<file path="src/rtl/imem_uart_loader.sv">
// Loads a program image into instruction RAM from an 8N1 UART stream while load_imem is high.
// Define LOADER_CHECKSUM_EN to add a modulo-256 byte checksum output.
module imem_uart_loader #(
  parameter int CLKS_PER_BIT    = 868,
  parameter int IMEM_ADDR_WIDTH = 16
) (
  input  logic                       clk,
  input  logic                       reset,
  input  logic                       load_imem,
  input  logic                       uart_rxd,
  output logic                       imem_wr,
  output logic [IMEM_ADDR_WIDTH-3:0] imem_addr,
  output logic [31:0]                imem_wdata,
  output logic                       cpu_hold,
  output logic [IMEM_ADDR_WIDTH-2:0] words_loaded,
  output logic                       frame_err
`ifdef LOADER_CHECKSUM_EN
  ,
  output logic [7:0]                 checksum
`endif
);

  localparam int CW = $clog2(CLKS_PER_BIT);
  localparam logic [CW-1:0] BIT_LAST  = CW'(CLKS_PER_BIT - 1);
  localparam logic [CW-1:0] HALF_LAST = CW'(CLKS_PER_BIT / 2 - 1);
  localparam logic [IMEM_ADDR_WIDTH-2:0] WL_MAX = '1;

  typedef enum logic [2:0] {S_IDLE, S_START, S_DATA, S_STOP, S_WAIT_HI} state_t;

  state_t      state;
  logic [CW-1:0] cnt;
  logic [2:0]  bit_idx;
  logic [7:0]  shreg;
  logic        rxd_s1, rxd_s2;
  logic        load_q, load_q2;
  logic [1:0]  idx;
  logic [31:0] word_q;

  logic        load_rise, load_fall, byte_ok, stop_bad, wr_nx;
  logic [1:0]  idx_nx;
  logic [31:0] word_nx;

  assign load_rise = load_q & ~load_q2;
  assign load_fall = ~load_q & load_q2;
  // A stop bit landing in the cycle load_imem falls still completes its byte.
  assign byte_ok   = (state == S_STOP) && (cnt == BIT_LAST) && rxd_s2 && (load_q || load_q2);
  assign stop_bad  = (state == S_STOP) && (cnt == BIT_LAST) && !rxd_s2 && load_q;
  assign cpu_hold  = load_q | (load_fall & (byte_ok | (idx != 2'd0))) | imem_wr;

  always_comb begin
    word_nx = word_q;
    if (byte_ok) word_nx[{idx, 3'b000} +: 8] = shreg;
    idx_nx = byte_ok ? idx + 2'd1 : idx;
    wr_nx  = (byte_ok && idx == 2'd3) || (load_fall && idx_nx != 2'd0);
  end

  always_ff @(posedge clk or negedge reset) begin
    if (!reset) begin
      rxd_s1  <= 1'b1;
      rxd_s2  <= 1'b1;
      load_q  <= 1'b0;
      load_q2 <= 1'b0;
    end else begin
      rxd_s1  <= uart_rxd;
      rxd_s2  <= rxd_s1;
      load_q  <= load_imem;
      load_q2 <= load_q;
    end
  end

  always_ff @(posedge clk or negedge reset) begin
    if (!reset) begin
      state   <= S_IDLE;
      cnt     <= '0;
      bit_idx <= '0;
      shreg   <= '0;
    end else if (!load_q) begin
      state <= S_IDLE;
      cnt   <= '0;
    end else begin
      case (state)
        S_IDLE: begin
          cnt <= '0;
          if (!rxd_s2) state <= S_START;
        end
        S_START: begin
          if (cnt == HALF_LAST) begin
            cnt     <= '0;
            bit_idx <= '0;
            state   <= rxd_s2 ? S_IDLE : S_DATA;
          end else begin
            cnt <= cnt + 1'b1;
          end
        end
        S_DATA: begin
          if (cnt == BIT_LAST) begin
            cnt   <= '0;
            shreg <= {rxd_s2, shreg[7:1]};
            if (bit_idx == 3'd7) state <= S_STOP;
            else bit_idx <= bit_idx + 3'd1;
          end else begin
            cnt <= cnt + 1'b1;
          end
        end
        S_STOP: begin
          if (cnt == BIT_LAST) begin
            cnt   <= '0;
            state <= rxd_s2 ? S_IDLE : S_WAIT_HI;
          end else begin
            cnt <= cnt + 1'b1;
          end
        end
        S_WAIT_HI: if (rxd_s2) state <= S_IDLE;
        default:   state <= S_IDLE;
      endcase
    end
  end

  always_ff @(posedge clk or negedge reset) begin
    if (!reset) begin
      imem_wr      <= 1'b0;
      imem_wdata   <= '0;
      imem_addr    <= '0;
      words_loaded <= '0;
      frame_err    <= 1'b0;
      idx          <= '0;
      word_q       <= '0;
`ifdef LOADER_CHECKSUM_EN
      checksum     <= '0;
`endif
    end else begin
      imem_wr <= wr_nx;
      if (wr_nx) imem_wdata <= word_nx;
      if (load_rise) begin
        imem_addr    <= '0;
        words_loaded <= '0;
        frame_err    <= 1'b0;
        idx          <= '0;
        word_q       <= '0;
`ifdef LOADER_CHECKSUM_EN
        checksum     <= '0;
`endif
      end else begin
        // Clearing the word after each write keeps unreceived lanes of a flush at zero.
        if (wr_nx) begin
          word_q <= '0;
          idx    <= '0;
        end else begin
          word_q <= word_nx;
          idx    <= idx_nx;
        end
        if (imem_wr) begin
          imem_addr <= imem_addr + 1'b1;
          if (words_loaded != WL_MAX) words_loaded <= words_loaded + 1'b1;
        end
        if (stop_bad) frame_err <= 1'b1;
`ifdef LOADER_CHECKSUM_EN
        if (byte_ok) checksum <= checksum + shreg;
`endif
      end
    end
  end

endmodule
</file>
<file path="config.mk">
export PLATFORM = sky130hd
export DESIGN_NAME = imem_uart_loader
export DESIGN_NICKNAME = d
export VERILOG_FILES = /design/src/rtl/imem_uart_loader.sv
export SDC_FILE = /design/constraint.sdc
export NUM_CORES = 1
export LEC_CHECK = 0
export CORE_ASPECT_RATIO = 0.7
export CORE_UTILIZATION = 45
export DETAILED_ROUTE_END_ITERATION = 16
export PLACE_DENSITY_LB_ADDON = 0.1
export SLEW_MARGIN = 10
export SYNTH_ARGS = -nofsm -noshare
export SYNTH_HDL_FRONTEND = slang
export SYNTH_SLANG_ARGS = --single-unit
</file>
<file path="constraint.sdc">
create_clock -name clk -period 2.1 [get_ports clk]
set_clock_uncertainty 0.2 [all_clocks]
set_input_delay 0.42 -clock clk [delete_from_list [all_inputs] [get_ports clk]]
set_output_delay 0.42 -clock clk [all_outputs]
set_load 0.1 [all_outputs]
</file>
## Yosys cells after proc, flatten, opt, wreduce, memory -nomap -nowiden

Index checks and enable logic that the tools add are counted.

| storage, ports and cells | value |
|---|---|
| flip-flop bits (word level) | 125 |
| logic and storage cells | 104 |

| operators by class | value |
|---|---|
| add/subtract/negate cells | 6 |
| equality and inequality tests | 19 |
| shift-type cells | 2 |
| multiplexer cells | 32 |
| bitwise gates (word level) | 8 |
| reduce and logical (&&, ||, !) cells | 22 |

Operator list:

| operator | count |
|---|---|
| $mux 32 | 3 |
| $mux 15 | 3 |
| $mux 3 | 11 |
| $bwmux 32 | 1 |
| $shift 8x7->32 const A | 1 |
| $shiftx 8x7->32 | 1 |
| $mux 10 | 3 |
| $pmux 10 s3 | 1 |
| $mux 14 | 2 |
| $add 15x1->15 const B | 1 |
| $ne 15x15->1 const B | 1 |
| $ne 3x3->1 const B | 5 |
| $pmux 3 s5 | 1 |
| $add 14x1->14 const B | 1 |
| $reduce_bool 2->1 | 6 |
| $add 10x1->10 const B | 1 |
| $eq 10x10->1 const B | 1 |
| $eq 10x9->1 const B | 1 |
| $mux 2 | 4 |
| $logic_and 1x1->1 | 7 |
| $neg 5->7 | 1 |
| $eq 3x2->1 const B | 2 |
| $eq 3x3->1 const B | 2 |
| $ne 2x2->1 const B | 3 |
| other kinds (19) | 26 |

## Longest topological paths before layout

| depth | value |
|---|---|
| depth after elaboration | 10 |
| gate-level depth with buffers | 8 |
| depth with buffers taken out | 7 |

## Least setup slack after synthesis

No wires, ideal clock.

| timing path | value |
|---|---|
| kind | register to register |
| start | reg words_loaded[0] |
| end | reg words_loaded[1] |
| library setup time | 0.132 ns |
| arrival time | 2.539 ns |
| path slack | -0.771 ns |
| stages on the path, launching flop included | 8 |
| clock period less this slack | 2.871 ns |
| cell sequence | dfrtp_1 > ha_1 > nand2_1 > or3_1 > clkbuf_1 > o21ai_1 > mux2i_1 > nor2_1 |

| between the ends | value |
|---|---|
| word-level cells in the longest chain between the ends | 4 |

Ends and longest elaborated chain:

| what | line | source |
|---|---|---|
| start: declaration | 15 | `output logic [IMEM_ADDR_WIDTH-2:0] words_loaded,` |
| start signal: assignment | 154 | `if (words_loaded != WL_MAX) words_loaded <= words_loaded + 1'b1;` |
| $add 15x1->15 | 154 |  |
| $mux 15 | 154 |  |
| $mux 15 | 152 | `if (imem_wr) begin` |
| $mux 15 | 134 | `if (load_rise) begin` |

Parallel ways exist; a longest one is shown, timed or not. The select of a mux whose other input is x is not followed.
A chain may end at the register's enable or synchronous reset.

## Worst setup path in the final report

| timing path | value |
|---|---|
| start | reg cnt[1] |
| end | out cpu_hold |

| between the ends | value |
|---|---|
| word-level cells in the longest chain between the ends | 8 |

Ends and longest elaborated chain:

| what | line | source |
|---|---|---|
| start: declaration | 31 | `logic [CW-1:0] cnt;` |
| start signal: assignment | 92 | `cnt <= cnt + 1'b1;` |
| start signal: assignment | 102 | `cnt <= cnt + 1'b1;` |
| start signal: assignment | 110 | `cnt <= cnt + 1'b1;` |
| $eq 10x10->1 | 46 | `assign byte_ok = (state == S_STOP) && (cnt == BIT_LAST) && rxd_s2 && (load_q \|\| load_q2);` |
| $logic_and 1x1->1 (3 in a row) | 46 |  |
| $or 1x1->1 | 48 | `assign cpu_hold = load_q \| (load_fall & (byte_ok \| (idx != 2'd0))) \| imem_wr;` |
| $and 1x1->1 | 48 |  |
| $or 1x1->1 (2 in a row) | 48 |  |
| end: declaration | 14 | `output logic cpu_hold,` |

Every way passes these cells.

==> results.md <==
- Status: finished, violations left
- Failing checks: DRC, setup timing
- Reg2Reg Depth: 8
- RSZ-0062 raised after global routing: yes
- H-tree Lvls: 4
- Final WL: 17000 um
- Post-synth top area share: 51.93%
- Net Count, Synth: 584
- DP Worst Slack: -193.1 ps
- Critical Path End Type: primary output
- Mean Syn Cell Area: 10.42 sq um
- Tcrit/Tclk final: 122.0%
- RePlAce Congestion: 0.8452
- Post-DR wirelength/cell: 18.97 um
- CTS tree: built
- Initial Utilization: 46.91%
- Buf+Inv Stages, Crit Path: 2
- Clk slew on worst S/H paths: 50 ps
- Maximum VDD drop: 0.5556 mV
- First-pass GRT wire length: 26140 um
- Crit path launch type: flip-flop
- P_leak: 0.004115 uW
- Post-Synthesis Cell Area: 0.005927 sq mm
- Hold_sp: rxd_s1
- DRC: 6
- Synth cell types: 56
- Reg-to-Reg End: word_q[22]
- WHS Endpoint: rxd_s2
- Crit path kind: reg2out
- Hold Path Depth: 0
- Main synth FF type: dfrtp_1
- Initial antenna violation count: 0
- DR pass1 iterations: 11
- DRT iter0 DRCs: 349
- Post-synth EDFFs: 0
- Cell Chain, Critical Path: ha_2, nand4b_1, buf_6, nor3_4, nand2_2, nand2_2, a211o_4, buf_12
- Post-synth top area cell: dfrtp_1
- Die area: 0.01364 sq mm
- Remaining antenna violation count: 0
- Hold Crit Class: reg2reg
- Tightest Pin Transition: 924.1 ps
- DIE WIDTH: 139.2 um
- Port Buf Inserts: 67
- Ant. Diodes: 0
- R2R setup slack: -310 ps
- Syn Inst Count: 569
- Num CTS Buffers: 17
- Hpwl dp: 9965 um
- Max-slew headroom: 38.26%
- Layout cells sized above 1: 40.05%
- Crit path max-delay family: simple AND/OR/NAND/NOR gates
- Worst R2R Start: cnt[2]
- Post-synthesis sequential area ratio: 52.82%
- YS warnings: 0
- Slowest cell on the critical path: dfrtp_1
- Syn-to-layout area delta: 57.78%
- Critical Path Most Common Cell: nand2_2
- Io pins: 68
- Nets: 736
- CP Data Required Time: 1480 ps
- FFs w/ async S/R, synth: 100.0%
- Final setup fails: 92
- Vias per inst: 5.577
- Crit path time final: 2562 ps
- Fin worst setup slack: -462.0 ps
- Max-cap violations: 0
- Die Ht: 98.02 um
- Slew Limit Fails: 0
- Worst-skew pair later-pin latency: 410 ps
- Hold Vio Cnt, Final: 0
- Fmax: 0.3903 GHz
- Clk sink count: 125
- CTS root buf: clkbuf_16
- PD cells: 654.3 mW/mm^2
- Number of global-route vias before repair: 4947
- Total track usage: 24.86%
- Core ar.: 0.01263 sq mm
- Grt ovf: 0
- #FFs+latches synth: 125
- Via count: 4997
- Filler cells: 806
- Critical path arrival: 1940 ps
- Max incr delay on CP: 360 ps
- Largest net degree at the start of global routing: 48
- Core Rows: 34
- CP Max Fanout: 3
- Overall power: 6118 uW
- Ranking of synthesized cells by area: dfrtp_1 52%, mux2i_1 9.0%, nor2_1 5.0%, and2_1 2.7%, inv_1 2.7%
- Longest Clk Path Bufs: 2
==> layer usage <==
metal  track usage, %  up-vias  part of all wire (%)
li1                 -     2276                     -
met1            34.72     2511                    46
met2            39.20      181                    47
met3            5.199       29                   5.2
met4            7.436        0                   1.7
met5                0        -                     0
==> cell families after synthesis <==
family | count (synthesis) | synth area share (%)
and+or+nand+nor | 223 | 18.77
AOI/OAI and AO/OA | 64 | 7.895
muxes | 62 | 10.66
DFF | 125 | 52.82
xor gates and xnor gates | 22 | 3.251
adders and majority gates | 11 | 2.322
buffers and inverters | 62 | 4.285
==> repair_timing <==
action	in CTS	in global routing
gates cloned	6	1
endpoints found under the setup margin	88	94
pin swaps	10	23
hold buffers	1	0
endpoints found under the hold margin	123	0
buffers inserted	13	11
gates resized for setup	35	86
==> worst reg2reg max path, cell delays in order (launching register included) <==
cell      delay (ps)
dfrtp_1          380
or3b_4           430
buf_6            140
or3_4            390
o21ai_4          180
buf_6            140
o211ai_4         140
buf_12           210
nor2_1           130
==> where the power goes <==
group	total [uW]	switching (uW)	internal, uW
sequential	2430	10.8	2420
combinational	318	201	117
clock	3370	1080	2290
total	6120	1290	4830
==> metrics by stage <==
stage / utilization, % / TNS (ps) / hold slack (ps) / instances / area (sq um)
after global placement: 63.14 / -7164 / 63.65 / 839 / 7978
after floorplan: - / -13170 / -75.59 / 569 / 6081
after global routing: 74.01 / -28220 / 158.1 / 896 / 9351
after detailed placement: 63.14 / -8448 / 64.24 / 839 / 7978
after CTS: 71.68 / -20120 / 157.7 / 891 / 9056
final: 74.01 / -20460 / 157.6 / 896 / 9351
==> cells in the mapped netlist, drive strengths merged (4+ instances only) <==
library cell and count:
dfrtp 123, nor2 79, mux2i 53, inv 43
nand2 39, and2 26, nand3 24, xor2 17
o21ai 15, clkbuf 12, ha 11, a32oi 9
mux2 9, nor3 9, a21oi 8, buf 7
o211ai 7, or3 7, nor4 6, or4 6
a31oi 5, nand4 5, xnor2 5, nand2b 4
nor2b 4
==> sequential cells by signal, summed over array words and instances (netlist names) <==
name and count:
bit_idx 3, cnt 10, frame_err 1, idx 2, imem_addr 14, imem_wdata 32, imem_wr 1, load_q 1
load_q2 1, rxd_s1 1, rxd_s2 1, shreg 8, state 3, word_q 32, words_loaded 15
==> worst max path at each step <==
stage,startpoint,depth (start not counted),slack (ps),to
2_1_floorplan,cnt[2],7,-230,imem_wdata[12]
6_report,cnt[1],8,-460,cpu_hold
3_3_place_gp,cnt[7],7,-210,imem_wdata[16]
5_1_grt,cnt[0],8,-550,cpu_hold
4_1_cts,cnt[3],6,-430,cpu_hold
3_5_place_dp,cnt[7],7,-190,imem_wdata[21]
==> layout make-up <==
class	count	area (sq um)	area share [%]
clock buffer	21	460.4	4.924
clock inverter	11	211.5	2.261
inverter	43	161.4	1.726
multi-input combinational	382	2934	31.38
sequential	125	3184	34.05
tap	162	202.7	2.168
timing repair buffer	152	2197	23.49
==> placed cells by master (no fill, tap or decap), types with 9 or more instances in the layout <==
| cell | synthesis | final |
|---|---|---|
| buf_6 | 2 | 18 |
| and2_1 | 26 | 26 |
| nor2_4 | 0 | 13 |
| xor2_1 | 17 | 17 |
| nand3_1 | 24 | 23 |
| nand2_1 | 38 | 35 |
| buf_12 | 0 | 73 |
| nor2_2 | 0 | 14 |
| buf_4 | 0 | 54 |
| mux2i_1 | 53 | 46 |
| inv_1 | 43 | 42 |
| nor2_1 | 79 | 52 |
| clkbuf_16 | 0 | 17 |
| dfrtp_4 | 0 | 9 |
| dfrtp_1 | 123 | 98 |
| dfrtp_2 | 0 | 16 |
| ha_1 | 11 | 9 |
Power figures use the tool's default switching activity.
